**config.mk**
```make
export PLATFORM = sky130hd
export DESIGN_NAME = ecdsa_reg_bank
export DESIGN_NICKNAME = d
export VERILOG_FILES = /design/src/rtl/ecdsa_reg_bank.sv
export SDC_FILE = /design/constraint.sdc
export NUM_CORES = 1
export LEC_CHECK = 0
export BUFFER_PORTS_ARGS = -buffer_cell sky130_fd_sc_hd__buf_2
export CORE_UTILIZATION = 25
export CTS_CLUSTER_DIAMETER = 40
export CTS_CLUSTER_SIZE = 16
export DETAILED_ROUTE_END_ITERATION = 8
export SLEW_MARGIN = 0
export SYNTH_ARGS = -nofsm -noshare
export SYNTH_HDL_FRONTEND = slang
export SYNTH_SLANG_ARGS = --single-unit
```
**constraint.sdc**
```tcl
create_clock -name clk -period 2.2 [get_ports clk]
set_clock_uncertainty 0.2 [all_clocks]
set_input_delay 0.22 -clock clk [delete_from_list [all_inputs] [get_ports clk]]
set_output_delay 0.22 -clock clk [all_outputs]
set_load 0.03 [all_outputs]
```
**src/rtl/ecdsa_reg_bank.sv**
```systemverilog
// ecdsa_reg_bank: PIO register bank for the ECDSA engine.
// Provides NUM_CFG read/write configuration registers and a clk_div-paced
// request/response handshake toward the PIO bus. Defining the macro
// ECDSA_REG_FAIL_CNT_EN adds a saturating, clear-on-read verify-failure
// counter at offset NUM_CFG. Without it, evt_fail is ignored and that
// offset is unmapped.
module ecdsa_reg_bank #(
  parameter int                   PIO_NBITS  = 32,
  parameter int                   ADDR_NBITS = 4,
  parameter int                   NUM_CFG    = 4,
  parameter int                   REG_NBITS  = 32,
  parameter logic [REG_NBITS-1:0] RST_VAL    = '1,
  parameter int                   CNT_NBITS  = 16
) (
  input  logic                         clk,
  input  logic                         rst_n,
  input  logic                         clk_div,
  input  logic                         reg_bs,
  input  logic                         reg_rd,
  input  logic                         reg_wr,
  input  logic [PIO_NBITS-1:0]         reg_addr,
  input  logic [PIO_NBITS-1:0]         reg_din,
  output logic                         pio_ack,
  output logic                         pio_rvalid,
  output logic [PIO_NBITS-1:0]         pio_rdata,
  input  logic                         evt_fail,
  output logic [NUM_CFG*REG_NBITS-1:0] cfg_out,
  output logic [NUM_CFG-1:0]           cfg_wr_stb
);

  typedef enum logic [1:0] {IDLE, WAIT, RESP} state_t;

  state_t                            state_q, state_d;
  logic                              op_rd_q, op_rd_d;
  logic [ADDR_NBITS-1:0]             off_q, off_d;
  logic [REG_NBITS-1:0]              data_q, data_d;
  logic [NUM_CFG-1:0][REG_NBITS-1:0] cfg_q, cfg_d;
  logic [NUM_CFG-1:0]                stb_q, stb_d;
  logic                              ack_q, ack_d;
  logic                              rvalid_q, rvalid_d;
  logic [PIO_NBITS-1:0]              rdata_q, rdata_d;

`ifdef ECDSA_REG_FAIL_CNT_EN
  logic [CNT_NBITS-1:0]              cnt_q, cnt_d;

  // Increment that sticks at all ones instead of wrapping.
  function automatic logic [CNT_NBITS-1:0] sat_inc(input logic [CNT_NBITS-1:0] v);
    return (&v) ? v : v + CNT_NBITS'(1);
  endfunction
`endif

  // Upper address bits are decoded by the fabric, upper data bits beyond
  // REG_NBITS are discarded, and evt_fail is dead when the counter is absent.
  logic unused_bits;
  assign unused_bits = ^{reg_addr, reg_din, evt_fail};

  // Next-state: capture a request, execute it on the PIO-rate edge, then
  // hold the response for one PIO period before releasing the bus.
  always_comb begin
    state_d  = state_q;
    op_rd_d  = op_rd_q;
    off_d    = off_q;
    data_d   = data_q;
    cfg_d    = cfg_q;
    stb_d    = '0;
    ack_d    = ack_q;
    rvalid_d = rvalid_q;
    rdata_d  = rdata_q;
`ifdef ECDSA_REG_FAIL_CNT_EN
    cnt_d    = evt_fail ? sat_inc(cnt_q) : cnt_q;
`endif
    unique case (state_q)
      IDLE: begin
        if (reg_bs && (reg_rd || reg_wr)) begin
          // Read takes priority when both strobes are present.
          op_rd_d = reg_rd;
          off_d   = reg_addr[ADDR_NBITS-1:0];
          data_d  = reg_din[REG_NBITS-1:0];
          state_d = WAIT;
        end
      end
      WAIT: begin
        if (clk_div) begin
          state_d  = RESP;
          ack_d    = 1'b0;
          rvalid_d = 1'b0;
          rdata_d  = '0;
          if (op_rd_q) begin
            // Unmapped until a mapped target claims the offset below.
            ack_d = 1'b1;
            for (int i = 0; i < NUM_CFG; i++) begin
              if (int'(off_q) == i) begin
                ack_d                   = 1'b0;
                rvalid_d                = 1'b1;
                rdata_d[REG_NBITS-1:0]  = cfg_q[i];
              end
            end
`ifdef ECDSA_REG_FAIL_CNT_EN
            if (int'(off_q) == NUM_CFG) begin
              ack_d                   = 1'b0;
              rvalid_d                = 1'b1;
              rdata_d[CNT_NBITS-1:0]  = cnt_q;
              // Clear-on-read; a coincident failure event survives as 1.
              cnt_d = evt_fail ? CNT_NBITS'(1) : '0;
            end
`endif
          end else begin
            // Writes to the counter or unmapped offsets are acked but ignored.
            ack_d = 1'b1;
            for (int i = 0; i < NUM_CFG; i++) begin
              if (int'(off_q) == i) begin
                cfg_d[i] = data_q;
                stb_d[i] = 1'b1;
              end
            end
          end
        end
      end
      RESP: begin
        if (clk_div) begin
          ack_d    = 1'b0;
          rvalid_d = 1'b0;
          rdata_d  = '0;
          state_d  = IDLE;
        end
      end
      default: state_d = IDLE;
    endcase
  end

  // Storage for FSM, response and config state; reset aborts any transaction.
  always_ff @(posedge clk or negedge rst_n) begin
    if (!rst_n) begin
      state_q  <= IDLE;
      op_rd_q  <= 1'b0;
      off_q    <= '0;
      data_q   <= '0;
      cfg_q    <= {NUM_CFG{RST_VAL}};
      stb_q    <= '0;
      ack_q    <= 1'b0;
      rvalid_q <= 1'b0;
      rdata_q  <= '0;
`ifdef ECDSA_REG_FAIL_CNT_EN
      cnt_q    <= '0;
`endif
    end else begin
      state_q  <= state_d;
      op_rd_q  <= op_rd_d;
      off_q    <= off_d;
      data_q   <= data_d;
      cfg_q    <= cfg_d;
      stb_q    <= stb_d;
      ack_q    <= ack_d;
      rvalid_q <= rvalid_d;
      rdata_q  <= rdata_d;
`ifdef ECDSA_REG_FAIL_CNT_EN
      cnt_q    <= cnt_d;
`endif
    end
  end

  assign pio_ack    = ack_q;
  assign pio_rvalid = rvalid_q;
  assign pio_rdata  = rdata_q;
  assign cfg_out    = cfg_q;
  assign cfg_wr_stb = stb_q;

endmodule
```
==> flow_summary.yaml, run 1 <==
yosys:
  synth.distinct_cells: 32
  synth_compound_area_share_pct: 8.81
  synthAdderAreaFrac_pct: 0
  synth_fp_nets: 676
  yosysTopAreaCellShare_pct: 38.6
  synth.yosys.seq_area_share_pct: 60.7
  syn_area_sq_um: 8710
  ys_warn_count: 0
  syn_inst: 605
  muxShareOfSynthArea_pct: 22.6
  ys_seq_elements: 205
  synth_largest_area_cell: "dfstp_2"
  syn-mean-instance-area_sq_um: 14.4
  netlist_top_cells_area: "dfstp_2 (39%), dfrtp_1 (22%), mux2_2 (17%), mux2_4 (5.0%), o32ai_1 (3.4%)"
  synth_xor_xnor_area_share_pct: 0
  synth_top_family_by_area: "multiplexers"
  yosys.area_share.simple_pct: 3.81
drt:
  first_iter_violations: 226
  firstDrtPassIters: 4
  drc: 0
  postRouteAntennaNets: 0
  post_drt_wl_per_cell_microns: 19.7
  wl_microns: 26600
  vias: 6229
  vias_per_cell: 4.60
final_layout:
  fin_area_sq_um: 12200
  fill_cells: 3320
  area_delta_synth_final_pct: 40.1
  num_antenna_cells: 0
  fin_util_pct: 36.0
  drive_above_1_share_pct: 66.9
  stdcell_count: 1354
  nNetsFinal: 951
place:
  io_buffer_count: 207
  hpwl_microns: 16600
  dp.cells: 1251
  gp_congestion: 0.751
  place_area_sq_um: 10500
  pre_cts_slack_ns: 0.00778
timing:
  worstMarginPinSlew_ns: 0.580
  fin_crit_sh_pct: 97.6
  timing.hold.ws_ns: 0.106
  hold_viol_final: 0
  max-slew-margin-rel_pct: 61.3
  slew_violations: 0
  fmax_ghz: 0.466
  finalWorstSetupSlack_ns: 0.0533
  finalSetupTns_ns: 0
  fin_crit_ns: 2.15
  grt_setup_unrepaired: "false"
  setup_violations: 0
clock_network:
  numCtsBuffers: 34
  clockRootBuffer: "clkbuf_16"
  clockBufferDepth: 3
  cts_tree: "done"
  clock_latency_ns: 0.50
  clkTransAtPathRegs_ns: 0.06
  htreeDepth: 2
  cts_sinks: 205
die:
  chipWidth_microns: 189
  core.rowCount: 67
  core_sq_um: 33900
  dieArea_sq_um: 35600
  die_y_microns: 189
  io-pin-count: 237
  initial_utilization_pct: 25.7
pwr:
  leakagePower_nw: 5.67
  max-vdd-ir-drop_mv: 0.705
  p_per_area_nw_per_um2: 1500
  power_mw: 18.3
grt:
  grt_use_total_pct: 14.9
  grt_max_degree: 63
  grt_pass1_vias: 6569
  grt_first_pass_wirelength_microns: 40500
  grt_antenna_before_repair: 0
  gr-total-overflow: 0
worst_hold_path:
  hold_path_class: "input pin to async pin"
worst_setup_path:
  critPathLaunchType: "flop"
  worst_setup_path_end_kind: "flop"
  cp.arrival_ns: 2.37
  crit_required_ns: 2.42
  worstSetupPathType: "flop to flop"
  cp_max_fo: 15
flow_run:
  drv_cap: 0
outcome:
  status: "finished clean"
## timing repair
| action | in CTS | in global routing |
|---|---|---|
| hold buffers | 39 | 0 |
| hold endpoints to repair | 104 | 0 |
| endpoints found under the setup margin | 0 | 61 |
| resized for setup | 0 | 3 |
| buffers inserted | 0 | 1 |
## worst paths after layout
path                         startpoint           end  slack [ns]  depth (start not counted)
setup / recovery               off_q[3]   cfg_out[50]        0.05                          6
hold / removal                    rst_n     data_q[7]        0.11                          2
setup reg to reg               off_q[3]   cfg_out[50]        0.05                          6
hold reg to reg            pio_rdata[2]  pio_rdata[2]        0.31                          2
max in group asynchronous         rst_n   cfg_out[33]        0.96                          3
min in group clk                 reg_bs    state_q[0]        0.22                          4
## registers in the layout, indices dropped and copies added, names as in the netlist
| signal | count |
|---|---|
| cfg_out | 128 |
| cfg_wr_stb | 4 |
| data_q | 32 |
| off_q | 4 |
| op_rd_q | 1 |
| pio_ack | 1 |
| pio_rdata | 32 |
| pio_rvalid | 1 |
| state_q | 2 |
## final cells by class
class / instances / area [sq um] / area share (%)
repair buffers: 282 / 1870 / 15.3
well taps: 448 / 561 / 4.59
flip-flops and latches: 205 / 5290 / 43.4
clock inverters: 23 / 305 / 2.50
inverters: 39 / 146 / 1.20
clock buffers: 39 / 911 / 7.46
multi-input cells: 318 / 3120 / 25.5
## cells in the final DEF (no fill, tap or decap), types with 2 or more instances in the layout
cell type,synthesis,final
clkbuf_16,0,36
clkbuf_1,23,2
dlygate4sd3_1,0,39
dfrtp_1,77,75
inv_1,39,39
mux2_2,135,135
o32ai_1,34,34
buf_4,0,23
nand2b_1,2,2
clkinv_8,0,3
dfrtp_2,0,2
inv_6,0,4
buf_12,0,12
buf_2,12,206
nor2b_1,32,32
mux2_4,29,29
nand2_1,3,3
clkinvlp_4,0,2
a211oi_1,32,32
bufinv_16,0,5
dfstp_2,128,128
o22ai_1,32,32
clkbuf_8,0,3
clkinv_4,0,3
clkinv_2,0,6
## cells by family after synthesis
| family | after synthesis |
|---|---|
| AND/OR/NAND/NOR | 51 |
| buffers and inverters | 82 |
| multiplexers | 165 |
| AO/OA/AOI/OAI | 102 |
| flip-flops | 205 |
## synth_stat cells
| master | n |
|---|---|
| mux2_4 | 29 |
| nand2b_1 | 2 |
| or2_2 | 1 |
| dfstp_2 | 128 |
| nor3_1 | 1 |
| a22o_1 | 1 |
| or3b_2 | 1 |
| or2_1 | 1 |
| nor2b_1 | 32 |
| clkbuf_1 | 23 |
| o21bai_1 | 1 |
| inv_1 | 39 |
| nand4bb_1 | 2 |
| nor3_2 | 1 |
| nor3b_1 | 1 |
| nand2_1 | 3 |
| buf_6 | 4 |
| mux2_1 | 1 |
| or4b_1 | 1 |
| mux2_2 | 135 |
| dfrtp_1 | 77 |
| nor4b_1 | 1 |
| nand4_1 | 1 |
| nor2_1 | 1 |
| a211oi_1 | 32 |
| a21boi_1 | 1 |
| buf_2 | 12 |
| o22ai_1 | 32 |
| or3_1 | 2 |
| o21ai_0 | 1 |
| o32ai_1 | 34 |
| buf_1 | 4 |
## per-layer routing
layer | share of wire [%] | track usage, % | up-vias | wire length (microns)
met2 | 48 | 24.7 | 213 | 12700
met3 | 5.5 | 3.24 | 56 | 1460
li1 | - | - | 2794 | -
met5 | 0 | 0 | - | 0
met1 | 44 | 19.0 | 3166 | 11700
met4 | 2.9 | 5.37 | 0 | 772
## worst max-delay path, stage by stage, from the launching register on
cell and delay [ns]:
dfrtp_1 0.38, buf_4 0.16, or3b_4 0.42, nor3_4 0.22
buf_12 0.16, buf_12 0.17, mux2_2 0.35
## report_power, final
group | leakage [nW] | total [mW] | switching, mW | internal (mW)
Clock | 0.594 | 5.58 | 1.96 | 3.62
Combinational | 2.77 | 6.17 | 3.83 | 2.34
Sequential | 2.30 | 6.55 | 1.07 | 5.48
Note: power is estimated with default switching activity, not from simulation.
==> run 2, diff against run 1 <==
- BUFFER_PORTS_ARGS: -buffer_cell sky130_fd_sc_hd__buf_2 -> -buffer_cell sky130_fd_sc_hd__buf_4
- CTS_CLUSTER_SIZE: 16 -> default
==> run 2 against run 1 <==
Final area rose by 4.3%. Sequential cell count unchanged. Power is 4.1% higher. Non-clock buffer count is 4 lower. Combinational power is 6.5% higher. First-iteration DRC count fell by 7.5%. Utilization grew 1.6 points. Final cell count about the same. Sequential share of layout area fell by 1.8 points. Sequential power is 1% higher. Critical path type unchanged. Largest cell class unchanged.
==> flow_summary.yaml, run 2 (same netlist as run 1, synthesis figures left out) <==
timing:
  fin_crit_sh_pct: 97.0
  slew_violations: 0
  finalSetupTns_ns: 0
  worstMarginPinSlew_ns: 0.523
  timing.hold.ws_ns: 0.0727
  setup_violations: 0
  fmax_ghz: 0.468
  max-slew-margin-rel_pct: 65.1
  hold_viol_final: 0
  fin_crit_ns: 2.13
  grt_setup_unrepaired: "false"
  finalWorstSetupSlack_ns: 0.0653
drt:
  first_iter_violations: 209
  wl_microns: 26300
  vias: 6111
  postRouteAntennaNets: 0
  drc: 0
  vias_per_cell: 4.51
  post_drt_wl_per_cell_microns: 19.4
  firstDrtPassIters: 4
pwr:
  leakagePower_nw: 5.72
  max-vdd-ir-drop_mv: 0.761
  power_mw: 19.0
  p_per_area_nw_per_um2: 1500
final_layout:
  num_antenna_cells: 0
  final_common_cell: "buf_4"
  drive_above_1_share_pct: 66.7
  largest_reg_flops: 128
  area_delta_synth_final_pct: 46.2
  layout_common_cells: "buf_4 (228), mux2_2 (135), dfstp_2 (128), dfrtp_1 (75)"
  nNetsFinal: 950
die:
  chipWidth_microns: 189
  die_y_microns: 189
  io-pin-count: 237
  core_sq_um: 33900
  initial_utilization_pct: 25.7
  core.rowCount: 67
  dieArea_sq_um: 35600
worst_setup_path:
  crit_required_ns: 2.42
  cp.arrival_ns: 2.35
  worstSetupPathType: "flop to flop"
  critPathLaunchType: "flop"
  cp_max_fo: 17
  worst_setup_path_end_kind: "flop"
clock_network:
  clkTransAtPathRegs_ns: 0.05
  postCtsSetupBuffers: 0
  cts_sinks: 205
  clockRootBuffer: "clkbuf_16"
  clock_latency_ns: 0.52
  htreeDepth: 2
  cts_tree: "done"
  numCtsBuffers: 37
  clockBufferDepth: 3
flow_run:
  drv_cap: 0
place:
  pre_cts_slack_ns: 0.0261
  hpwl_microns: 16800
  io_buffer_count: 207
  gp_congestion: 0.740
grt:
  gr-usage-met3_pct: 3.97
  grt_use_total_pct: 14.8
  grt.busiest_layer: "met2"
  grt_antenna_before_repair: 0
  gr-total-overflow: 0
  grt_max_degree: 57
  grt_pass1_vias: 6491
  grt_use_met1_pct: 18.8
  use_met2_pct: 24.4
  grt_first_pass_wirelength_microns: 40100
outcome:
  status: "finished clean"
worst_hold_path:
  hold_path_class: "input pin to async pin"
==> run 2: cell types whose count changed in the layout (fill, tap and decap cells not counted) <==
cell and delta:
buf_2 -206, buf_4 +205, clkbuf_8 +5, clkinv_2 -3
clkinv_4 +3, buf_12 -2, clkbuf_1 +2, clkinv_8 -2
inv_6 -2, bufinv_16 -1, clkbuf_16 +1, clkinv_16 +1
or3b_2 +1, or3b_4 -1
==> run 2: final timing paths <==
kind / cells past startpoint / slack, ns / endpoint / startpoint
hold reg to reg: 2 / 0.32 / pio_rdata[2] / pio_rdata[2]
setup reg to reg: 5 / 0.07 / cfg_out[32] / off_q[3]
setup / recovery: 5 / 0.07 / cfg_out[32] / off_q[3]
min in group clk: 4 / 0.22 / state_q[0] / reg_bs
hold / removal: 2 / 0.07 / off_q[0] / rst_n
max in group asynchronous: 3 / 0.98 / cfg_out[17] / rst_n
==> run 2: layer usage <==
metal	vias up	share of wire [%]
met2	188	47
li1	2769	-
met4	0	2.0
met3	42	6.3
met1	3112	44
met5	-	0
==> run 2: layout make-up <==
class,instances,area [sq um]
timing repair buffer,278,2320
tap,448,561
multi-input combinational,318,3110
sequential,205,5290
inverter,39,146
clock inverter,19,267
clock buffer,48,1040
fill,3296,21100
==> run 2: where the power goes <==
group | internal (mW) | total, mW | switching [mW]
logic | 2.81 | 6.57 | 3.76
registers | 5.49 | 6.63 | 1.14
clock network | 3.84 | 5.85 | 2.01
total | 12.1 | 19.0 | 6.90
==> run 2: worst max-delay path: stages, from the launching register on <==
cell and delay [ns]:
dfrtp_1 0.36, buf_4 0.15, or3b_2 0.52, nor3_4 0.24, buf_12 0.22, mux2_2 0.35
==> run 2: through the flow <==
stage / utilization [%] / area (sq um) / std cells
floorplan: - / 8710 / 605
global route: 37.6 / 12700 / 1355
global placement: 32.6 / 11000 / 1249
detailed placement: 32.6 / 11000 / 1249
CTS: 37.6 / 12700 / 1355
finish: 37.6 / 12700 / 1355
==> run 2: timing repair <==
| item | 4_1_cts | 5_1_grt |
|---|---|---|
| endpoints found under the setup margin | 3 | 11 |
| hold buffers | 39 | 0 |
| cloned | 0 | 0 |
| hold endpoints to repair | 144 | 0 |
| gates resized for setup | 1 | 1 |
==> run 3, diff against run 2 <==
- BUFFER_PORTS_ARGS: -buffer_cell sky130_fd_sc_hd__buf_4 -> default
- CORE_ASPECT_RATIO: default -> 0.9
- DONT_BUFFER_PORTS: default -> 1
- GPL_TIMING_DRIVEN: default -> 1
==> run 3 against run 2 <==
The run now ends with negative hold slack left. Sequential cell count stayed put. Die area hardly changed. Sequential power is 30% higher. Largest power group unchanged.
==> flow_summary.yaml, run 3 (same netlist as run 1, synthesis figures left out) <==
timing:
  setup_violations: 0
  fin_crit_sh_pct: 98.3
  finalSetupTns_ns: 0
  hold_viol_final: 205
  fmax_ghz: 0.462
  worstMarginPinSlew_ns: 0.565
  timing.hold.ws_ns: -0.774
  fin_crit_ns: 2.16
  max-slew-margin-rel_pct: 62.3
  slew_violations: 0
drt:
  first_iter_violations: 272
  wl_microns: 26000
  drc: 0
  vias: 5413
  post_drt_wl_per_cell_microns: 22.4
  firstDrtPassIters: 4
  postRouteAntennaNets: 0
  vias_per_cell: 4.67
worst_setup_path:
  cp.buffers_inverters: 3
  crit_required_ns: 2.43
  path_depth: 6
  max_stage_delay_ns: 0.42
  worst_setup_path_end_kind: "flop"
  worstSetupPathType: "flop to flop"
  cp_max_fo: 7
  worstPathCellList: "buf_4 -> or3b_4 -> nor3_4 -> buf_6 -> clkbuf_16 -> mux2_2"
  reg2reg_depth: 6
  path_delay_family: "simple AND/OR/NAND/NOR gates"
  critPathLaunchType: "flop"
  cp.arrival_ns: 2.39
  slowest_stage: "or3b_4"
pwr:
  power.internal_mw: 10.8
  clock_power_share_pct: 32.0
  max-vdd-ir-drop_mv: 0.740
  p_comb_share_pct: 18.7
  p_seq_share_pct: 49.4
  switching_share_pct: 38.1
  leakagePower_nw: 4.60
  p_per_area_nw_per_um2: 1570
  power.switching_mw: 6.64
die:
  io-pin-count: 237
  die_y_microns: 179
  core.rowCount: 64
  initial_utilization_pct: 25.5
  chipWidth_microns: 199
  core_sq_um: 34100
  dieArea_sq_um: 35600
clock_network:
  cts_tree: "done"
  htreeDepth: 2
  cts_sinks: 205
  numCtsBuffers: 36
  clockBufferDepth: 3
  clock_latency_ns: 0.50
  clkTransAtPathRegs_ns: 0.06
  hold_buffers: 40
  clockRootBuffer: "clkbuf_16"
final_layout:
  drive_above_1_share_pct: 56.7
  fill_cells: 3369
  stdcell_count: 1160
  largest_reg_flops: 128
  layout_common_cells: "mux2_2 (135), dfstp_2 (128), dfrtp_1 (75), dlygate4sd3_1 (40), inv_1 (39)"
  regArea_sq_um: 5290
  final_common_cell: "mux2_2"
  area_delta_synth_final_pct: 27.4
  nNetsFinal: 743
  num_antenna_cells: 0
  fin_util_pct: 32.5
  multi_input_area_sq_um: 3100
outcome:
  status: "finished, violations left"
  violations: "negative hold slack"
grt:
  grt_pass1_vias: 5631
  gr-total-overflow: 0
  grt_antenna_before_repair: 1
  grt_first_pass_wirelength_microns: 36900
  grt_use_total_pct: 14.2
  grt_max_degree: 206
flow_run:
  drv_cap: 0
place:
  io_buffer_count: 0
  dp.cells: 1052
  gp_congestion: 0.698
  hpwl_microns: 15100
worst_hold_path:
  hold_path_class: "input pin to async pin"
## run 3: cell count changes in the layout (fill, tap and decap cells not counted), moves of 2 or more
cell | before | now
buf_12 | 10 | 6
inv_6 | 2 | 4
clkinv_4 | 6 | 4
buf_4 | 228 | 22
clkbuf_8 | 8 | 1
inv_8 | 0 | 6
clkinv_2 | 3 | 5
## run 3: path summary, 6_finish.rpt
| kind | from | end | slack [ns] |
|---|---|---|---|
| hold reg to reg | op_rd_q | op_rd_q | 0.34 |
| min in group clk | reg_rd | state_q[0] | 0.14 |
| setup reg to reg | off_q[3] | cfg_out[36] | 0.04 |
| setup / recovery | off_q[3] | cfg_out[36] | 0.04 |
| max in group asynchronous | rst_n | cfg_out[113] | 2.22 |
| hold / removal | rst_n | pio_rdata[2] | -0.77 |
## run 3: power by group through the flow
stage                     clock network (mW)  registers (mW)  logic (mW)
after floorplan                            0            8.13        2.33
after global placement                     0            8.64        3.10
after detailed placement                   0            8.67        3.18
after CTS                               5.72            8.63        3.26
after global routing                    5.88            8.84        3.52
final                                   5.57            8.60        3.25
## run 3: stage by stage
stage	setup WS (ns)	total power, mW	instance area, sq um
floorplan	0.116	10.5	8710
global placement	0.000383	11.7	9400
detailed placement	-0.0169	11.8	9400
CTS	0.0379	17.6	11000
global route	-0.0136	18.2	11100
finish	0.0371	17.4	11100
## run 3: area by class of cell
cell class,count,area share (%)
inverter,39,1.32
clock buffer,41,8.57
clock inverter,23,2.35
sequential,205,47.7
multi-input combinational,318,28.0
timing repair buffer,72,6.89
tap,462,5.21
## run 3: layer usage
| metal | part of all wire, % | GRT usage (%) |
|---|---|---|
| met1 | 41 | 17.0 |
| met5 | 0.050 | 0 |
| met2 | 46 | 22.6 |
| met4 | 3.0 | 5.58 |
| met3 | 10 | 6.06 |
## run 3: repair_timing
action	4_1_cts	5_1_grt
hold endpoints to repair	274	205
pin swaps	0	1
cloned	1	2
endpoints found under the setup margin	23	2
buffers inserted	0	1
resized for setup	3	3
